--- config.mk ---
export PLATFORM = sky130hd
export DESIGN_NAME = pulse_shaper_flat
export DESIGN_NICKNAME = d
export VERILOG_FILES = /design/src/rtl/pulse_shaper_if.sv /design/src/rtl/pulse_shaper.sv /design/src/flat_wrapper.sv
export SDC_FILE = /design/constraint.sdc
export NUM_CORES = 1
export LEC_CHECK = 0
export ABC_AREA = 1
export CELL_PAD_IN_SITES_DETAIL_PLACEMENT = 2
export CELL_PAD_IN_SITES_GLOBAL_PLACEMENT = 2
export CORE_ASPECT_RATIO = 0.75
export CORE_MARGIN = 4
export CORE_UTILIZATION = 29
export CTS_BUF_LIST = sky130_fd_sc_hd__clkbuf_4
export DETAILED_ROUTE_END_ITERATION = 12
export PLACE_DENSITY = 0.79
export SYNTH_ARGS = -nofsm -noshare
export SYNTH_HDL_FRONTEND = slang
export SYNTH_SLANG_ARGS = --single-unit
--- constraint.sdc ---
create_clock -name clk -period 2.85 [get_ports clk]
set_clock_uncertainty 0.1 [all_clocks]
set_input_delay 0.57 -clock clk [delete_from_list [all_inputs] [get_ports clk]]
set_output_delay 0.57 -clock clk [all_outputs]
set_load 0.02 [all_outputs]
--- src/rtl/pulse_shaper_if.sv ---
// rtl/pulse_shaper_if.sv - event/config inputs and shaped-pulse status outputs of pulse_shaper
interface pulse_shaper_if #(
   parameter int CNT_W   = 8,
   parameter int QUEUE_W = 4
);
   logic               pulse_in;
   logic [CNT_W-1:0]   width;
   logic [CNT_W-1:0]   gap;
   logic               retrig_en;
   logic               clr_ovf;
   logic               level_out;
   logic               busy;
   logic [QUEUE_W-1:0] pend_cnt;
   logic               overflow;

   modport master (
      output pulse_in, width, gap, retrig_en, clr_ovf,
      input  level_out, busy, pend_cnt, overflow
   );

   modport slave (
      input  pulse_in, width, gap, retrig_en, clr_ovf,
      output level_out, busy, pend_cnt, overflow
   );
endinterface

--- src/rtl/pulse_shaper.sv ---
// rtl/pulse_shaper.sv - turns event strobes into width/gap shaped level pulses
// Busy events are queued in a saturating counter or, with retrigger, extend the pulse.
module pulse_shaper #(
   parameter int CNT_W   = 8,
   parameter int QUEUE_W = 4
) (
   input  logic           clk,
   input  logic           rst_n,
   pulse_shaper_if.slave  ps
);
   typedef enum logic [1:0] {S_IDLE, S_HIGH, S_GAP} state_t;

   state_t             r_state,  w_state_nxt;
   logic [CNT_W-1:0]   r_timer,  w_timer_nxt;
   logic               r_level,  w_level_nxt;
   logic [QUEUE_W-1:0] r_pend,   w_pend_nxt;
   logic               r_ovf,    w_ovf_nxt;
   logic               w_inc;
   logic               w_dec;
   logic [CNT_W-1:0]   w_wm1;
   logic [CNT_W-1:0]   w_gm1;

   // Timer holds remaining cycles after the current one, so a zero setting still yields one cycle.
   assign w_wm1 = (ps.width == '0) ? '0 : ps.width - CNT_W'(1);
   assign w_gm1 = (ps.gap   == '0) ? '0 : ps.gap   - CNT_W'(1);

   always_ff @(posedge clk) begin
      if (!rst_n) begin
         r_state <= S_IDLE;
         r_timer <= '0;
         r_level <= 1'b0;
         r_pend  <= '0;
         r_ovf   <= 1'b0;
      end else begin
         r_state <= w_state_nxt;
         r_timer <= w_timer_nxt;
         r_level <= w_level_nxt;
         r_pend  <= w_pend_nxt;
         r_ovf   <= w_ovf_nxt;
      end
   end

   always_comb begin
      w_state_nxt = r_state;
      w_timer_nxt = r_timer;
      w_level_nxt = r_level;
      w_inc       = 1'b0;
      w_dec       = 1'b0;
      case (r_state)
         S_IDLE: begin
            if (ps.pulse_in) begin
               w_state_nxt = S_HIGH;
               w_timer_nxt = w_wm1;
               w_level_nxt = 1'b1;
            end
         end
         S_HIGH: begin
            if (ps.pulse_in && ps.retrig_en) begin
               w_timer_nxt = w_wm1;
            end else begin
               w_inc = ps.pulse_in;
               if (r_timer == '0) begin
                  w_state_nxt = S_GAP;
                  w_timer_nxt = w_gm1;
                  w_level_nxt = 1'b0;
               end else begin
                  w_timer_nxt = r_timer - CNT_W'(1);
               end
            end
         end
         S_GAP: begin
            w_inc = ps.pulse_in;
            if (r_timer == '0) begin
               // An event arriving on the last gap cycle launches immediately.
               if ((r_pend != '0) || w_inc) begin
                  w_state_nxt = S_HIGH;
                  w_timer_nxt = w_wm1;
                  w_level_nxt = 1'b1;
                  w_dec       = 1'b1;
               end else begin
                  w_state_nxt = S_IDLE;
               end
            end else begin
               w_timer_nxt = r_timer - CNT_W'(1);
            end
         end
         default: begin
            w_state_nxt = S_IDLE;
            w_timer_nxt = '0;
            w_level_nxt = 1'b0;
         end
      endcase

      w_pend_nxt = r_pend;
      w_ovf_nxt  = r_ovf;
      if (ps.clr_ovf) begin
         w_ovf_nxt = 1'b0;
      end
      if (w_inc && !w_dec) begin
         if (r_pend == {QUEUE_W{1'b1}}) begin
            w_ovf_nxt = 1'b1;
         end else begin
            w_pend_nxt = r_pend + QUEUE_W'(1);
         end
      end else if (w_dec && !w_inc) begin
         w_pend_nxt = r_pend - QUEUE_W'(1);
      end
   end

   assign ps.level_out = r_level;
   assign ps.busy      = (r_state != S_IDLE);
   assign ps.pend_cnt  = r_pend;
   assign ps.overflow  = r_ovf;
endmodule
--- src/flat_wrapper.sv ---
// flat-port wrapper written by rule: the top's interface ports become plain ports
module pulse_shaper_flat 
#(
   parameter int CNT_W   = 8,
   parameter int QUEUE_W = 4
)
  (clk, rst_n, ps_pulse_in, ps_width, ps_gap, ps_retrig_en, ps_clr_ovf, ps_level_out, ps_busy, ps_pend_cnt, ps_overflow);
  pulse_shaper_if #(.CNT_W(CNT_W), .QUEUE_W(QUEUE_W)) ps_i ();
  input  logic clk;
  input  logic rst_n;
  input wire logic [$bits(ps_i.pulse_in)-1:0] ps_pulse_in;
  input wire logic [$bits(ps_i.width)-1:0] ps_width;
  input wire logic [$bits(ps_i.gap)-1:0] ps_gap;
  input wire logic [$bits(ps_i.retrig_en)-1:0] ps_retrig_en;
  input wire logic [$bits(ps_i.clr_ovf)-1:0] ps_clr_ovf;
  output wire logic [$bits(ps_i.level_out)-1:0] ps_level_out;
  output wire logic [$bits(ps_i.busy)-1:0] ps_busy;
  output wire logic [$bits(ps_i.pend_cnt)-1:0] ps_pend_cnt;
  output wire logic [$bits(ps_i.overflow)-1:0] ps_overflow;
  assign ps_i.pulse_in = ps_pulse_in;
  assign ps_i.width = ps_width;
  assign ps_i.gap = ps_gap;
  assign ps_i.retrig_en = ps_retrig_en;
  assign ps_i.clr_ovf = ps_clr_ovf;
  assign ps_level_out = ps_i.level_out;
  assign ps_busy = ps_i.busy;
  assign ps_pend_cnt = ps_i.pend_cnt;
  assign ps_overflow = ps_i.overflow;
  pulse_shaper #(.CNT_W(CNT_W), .QUEUE_W(QUEUE_W)) u_core (.clk(clk), .rst_n(rst_n), .ps(ps_i));
endmodule
# Word level (Yosys, flattened, before mapping)
# Cells that the tools add are included.
# word_totals
regBits,16
inputBits,21
output_inout_bits,7
elab_cells,68
# classes
n_addsub,5
eq_ne,10
mux,31
n_reduce_logical,17
# op_table
op,n
$mux W8,7
$logic_not A8 Y1,3
$pmux W8 S3,1
$sub A8 B1 Y8 const B,3
$mux W1,13
$mux W4,3
$mux W2,4
$ne A2 B1 Y1 const B,3
$ne A2 B2 Y1 const B,3
$pmux W2 S3,1
$reduce_and A5 Y1,1
$add A4 B1 Y4 const B,1
$eq A4 B4 Y1 const B,1
$reduce_and A2 Y1,2
$reduce_and A4 Y1,1
$reduce_bool A2 Y1,2
$reduce_bool A4 Y1,1
$sub A4 B1 Y4 const B,1
$logic_and A1 B1 Y1,3
$ne A3 B3 Y1 const B,1
$pmux W1 S3,1
$eq A2 B1 Y1 const B,1
$eq A2 B2 Y1 const B,1
$logic_not A1 Y1,2
other kinds (3),3

# Longest topological paths before layout
# logic_depth
word_depth,9
mapped_depth,15
ltp_nobuf,15

# Worst setup path after synthesis
# Ideal clock, no wire load.
# synth_timing
kind,reg2reg
start,register u_core.r_state[0]
end,register u_core.r_pend[3] (netlist: u_core.ps.pend_cnt[3])
arrival_time_ns,2.001
slack_ns,0.636
stages_incl_launch_ff,13
n_path_buf,0
synth_period_minus_slack_ns,2.214
cell_sequence,dfxtp_1 > inv_1 > ha_1 > nand2_1 > nor2_1 > nand2_1 > ha_1 > a21oi_1 > o21ai_0 > xnor2_1 > nor2_4 > nor2_1 > nor2_1
# synth_between
elab_chain_cells,6
elab_cells_between_ends,12
# synth_lines
element,line,source
start: declaration,pulse_shaper.sv:13,"state_t r_state, w_state_nxt;"
start signal: assignment,pulse_shaper.sv:35,r_state <= w_state_nxt;
$eq A2 B2 Y1 / $eq A2 B1 Y1 (equally long branches),pulse_shaper.sv:49,case (r_state)
$pmux W1 S2 / $mux W1 (equally long branches),pulse_shaper.sv:49,
"$logic_not A1 Y1, on equally long branches","pulse_shaper.sv:105, pulse_shaper.sv:99",
"$logic_and A1 B1 Y1, on equally long branches","pulse_shaper.sv:105, pulse_shaper.sv:99",
$reduce_bool A2 Y1 (no source line) / $ne A2 B2 Y1 (equally long branches),n/a,
$reduce_and A2 Y1 (no source line),n/a,
end signal: assignment,pulse_shaper.sv:38,r_pend <= w_pend_nxt;
end: declaration,pulse_shaper.sv:16,"logic [QUEUE_W-1:0] r_pend, w_pend_nxt;"
# Parallel ways exist; a longest one is shown, timed or not.
# A chain may end at the register's enable or synchronous reset.

# Final worst setup path
# layout_timing
start,input ps_pulse_in
end,register u_core.r_pend[3] (netlist: u_core.ps.pend_cnt[3])
# layout_between
elab_chain_cells,8
elab_cells_between_ends,15
# layout_lines
element,line,source
start: declaration,flat_wrapper.sv:11,input wire logic [$bits(ps_i.pulse_in)-1:0] ps_pulse_in;
$logic_or A1 B1 Y1,pulse_shaper.sv:75,if ((r_pend != '0) || w_inc) begin
$mux W1,pulse_shaper.sv:75,
$mux W1,pulse_shaper.sv:73,if (r_timer == '0) begin
$mux W1,pulse_shaper.sv:49,
$logic_not A1 Y1,pulse_shaper.sv:99,if (w_inc && !w_dec) begin
$logic_and A1 B1 Y1,pulse_shaper.sv:99,
$ne A2 B2 Y1 (no source line) / $reduce_bool A2 Y1 (equally long branches),n/a,
$reduce_and A2 Y1 (no source line),n/a,
# Parallel ways exist; a longest one is shown, timed or not.

==> impl_results.md <==
- Horizontal extent of the die: 97.1 um
- Count of final setup violators: 0
- Max-cap viol count: 0
- Period utilization: 90.8%
- Signal arrival time at the worst endpoint: 2710 ps
- Fin Hold WS: 398 ps
- Congestion Overflow GR: 0
- Number of failing hold endpoints at the final stage: 0
- Die span in y: 74.8 um
- Min-delay worst type: register to register
- Average instance area after synthesis: 6.05 um^2
- Worst IR Drop VDD: 323 uV
- Initial antenna violation count: 0
- Fin area: 2140 um^2
- Number of enable flip-flop cells after synthesis: 0
- Buffers added on ports: 27
- Total Die Area: 7260 um^2
- Maximum number of pins on one net before global-route repair: 15
- Synth Flop Type: sky130_fd_sc_hd__dfxtp_1
- Count of instances resized after the clock tree is built: 0
- Layout cells sized above 1: 7.89%
- Clock transition time at the flip-flop clock pins of the worst setup and hold paths: 100 ps
- Static leakage power: 0.986 nW
- Fraction of registers with async set or reset after synthesis: 0%
- Final Net Count: 353
- Cts-stage hold buffer count: 0
- Post-synthesis instance area: 1730 um^2
- Via density per instance: 4.87
- Number of routed nets with antenna violations: 0
- Number of cells traversed by the worst hold path: 2
- Relative area change from synthesis to final layout: 24.0%
- Commonest non-fill, non-tap cell in the layout: sky130_fd_sc_hd__nand2_1
- Number of top-level design ports: 28
- Slew at the pin closest to its max-slew limit: 576 ps
- Number of inserted diodes: 0
- Drt initial violations: 91
- Endpoint type of the worst setup path: register
- TritonCTS clock tree: yes
- Number of global-route vias before repair: 2102
- Worst skew pair latency: 290 ps
- Depth of the most critical reg-to-reg path: 15
- Pre-CTS setup slack: -37.3 ps
- TritonRoute pass-1 iters: 4
- Sequential area share after synthesis: 18.6%
- Start of the worst register-to-register path: u_core.r_state[1]
- Status: complete, no violations
- DP Cell Count: 392
- Number of buffers inserted to repair setup after CTS: 0
- Total core area: 5800 um^2
- Count of pins over their slew limit: 0
- Critical path fanouts, max: 4
- H-tree levels: 1
- Non-filler cells in the finished layout: 395
- Overall routed net length: 6070 um
- Total number of vias: 1923
- Post-synthesis instance total: 285
- Post-synthesis register bit count: 16
- Final worst setup slack: 261 ps
- Clock tree sinks: 16
- Endpoint of the lowest-slack register-to-register path: u_core.ps.pend_cnt[3]
- Placed cell areas: 2120 um^2
- HPWL after DPL: 5200 um
- Origin of the worst setup path: ps_pulse_in
- Number of buffers created by CTS: 3
- Most frequent cells in the layout: sky130_fd_sc_hd__nand2_1, sky130_fd_sc_hd__inv_1, sky130_fd_sc_hd__nor2_1
- Worst slew slack as a fraction of its limit: 61.3%
- Average detailed-routed wire length per instance: 15.4 um
- R2R setup slack: 310 ps
- Root Buffer: sky130_fd_sc_hd__clkbuf_4
- RSZ-0062 raised after global routing: no
- Bufs on Longest Clock Path: 2
- Highest achievable clock rate: 0.386 GHz
- Row count: 24
- Data required time at the worst endpoint: 2970 ps
- Remaining design rule violation count: 0
- Syn Nets: 319
- Power per Cell Area: 1050 nW/um^2
- Overall Global Routing Usage: 17.8%
- Global-route wire length before repair: 10600 um
- Worst setup path endpoint: u_core.ps.pend_cnt[3]
- Critical path class: primary input to register
- Initial core utilization: 29.8%
- Period minus WS final: 2590 ps
- Count of yosys warnings during synthesis: 0
- Final Wtd Congestion: 0.825
- Number of distinct library cells after synthesis: 30
- Critical path startpoint category: primary input
power breakdown:
| group | switching (mW) | internal, mW | leakage, nW | total, mW |
|---|---|---|---|---|
| Combinational | 1.06 | 0.625 | 0.841 | 1.69 |
| Sequential | 0.117 | 0.320 | 0.131 | 0.437 |
| Clock | 0.0736 | 0.0491 | 0.0138 | 0.123 |
Yosys cell counts (3+ instances only):
cell type	instances	area (um^2)
sky130_fd_sc_hd__a21oi_1	14	70.1
sky130_fd_sc_hd__dfxtp_1	16	320
sky130_fd_sc_hd__ha_1	12	150
sky130_fd_sc_hd__inv_1	45	169
sky130_fd_sc_hd__nand2_1	68	255
sky130_fd_sc_hd__nand3_1	32	160
sky130_fd_sc_hd__nand4_1	11	68.8
sky130_fd_sc_hd__nor2_1	33	124
sky130_fd_sc_hd__nor2_2	3	18.8
sky130_fd_sc_hd__nor2_4	3	33.8
sky130_fd_sc_hd__nor3_1	3	15.0
sky130_fd_sc_hd__o21ai_0	19	95.1
sky130_fd_sc_hd__xnor2_1	3	26.3
sky130_fd_sc_hd__xor2_1	3	26.3
layer usage:
| layer | part of all wire (%) | vias to the layer above | global-route usage (%) | wire length, um |
|---|---|---|---|---|
| met5 | 0 | - | 0 | 0 |
| met4 | 0 | 0 | 1.25 | 0 |
| met3 | 4.6 | 0 | 2.59 | 277 |
| met2 | 44 | 29 | 29.1 | 2670 |
| met1 | 51 | 901 | 26.4 | 3110 |
| li1 | - | 993 | - | - |
worst max-delay path, cell delays in order:
cell and delay [ps]:
sky130_fd_sc_hd__clkdlybuf4s50_1 470, sky130_fd_sc_hd__nor2_1 110, sky130_fd_sc_hd__nand3_1 140, sky130_fd_sc_hd__nand3_2 130, sky130_fd_sc_hd__nand2_1 130, sky130_fd_sc_hd__ha_1 360
sky130_fd_sc_hd__a21oi_1 150, sky130_fd_sc_hd__o21ai_0 120, sky130_fd_sc_hd__xnor2_1 280, sky130_fd_sc_hd__nor2_4 50, sky130_fd_sc_hd__nand2_1 60, sky130_fd_sc_hd__nand2_1 50
sky130_fd_sc_hd__nor2_1 110
sequential cells by signal, indices dropped and copies added (netlist names):
name	cells
u_core.r_state	2
u_core.r_timer	8
u_core.ps.pend_cnt	4
u_core.ps.level_out	1
u_core.ps.overflow	1
worst min-delay path by stage:
stage | startpoint | to | slack, ps
after global placement | u_core.r_timer[1] | u_core.r_timer[1] | 380
after floorplan | u_core.r_timer[5] | u_core.r_timer[5] | 360
after global routing | u_core.r_timer[1] | u_core.r_timer[1] | 440
final | u_core.r_timer[1] | u_core.r_timer[1] | 400
after CTS | u_core.r_timer[1] | u_core.r_timer[1] | 400
after detailed placement | u_core.r_timer[1] | u_core.r_timer[1] | 390
area by class of cell:
cell class | count | area, um^2
repair buffers | 32 | 308
flip-flops and latches | 16 | 320
multi-input cells | 220 | 1220
fillers | 735 | 3660
inverters | 46 | 175
clock buffers | 3 | 22.5
well taps | 78 | 97.6
through the flow:
step | utilization [%] | setup TNS (ps) | power, mW
5_1_grt | 36.9 | 0 | 2.52
3_3_place_gp | 36.5 | 0 | 2.08
4_1_cts | 36.9 | 0 | 2.28
2_1_floorplan | - | 0 | 1.61
6_report | 36.9 | 0 | 2.25
3_5_place_dp | 36.5 | -37.3 | 2.14
cell families after synthesis:
group	after synthesis	share of synthesized area (%)
DFF	16	18.6
adders and majority gates	13	9.86
and+or+nand+nor	162	45.1
xor gates and xnor gates	6	3.05
AOI/OAI and AO/OA	39	12.5
buffers and inverters	49	10.9
(Power assumes the default switching activity.)
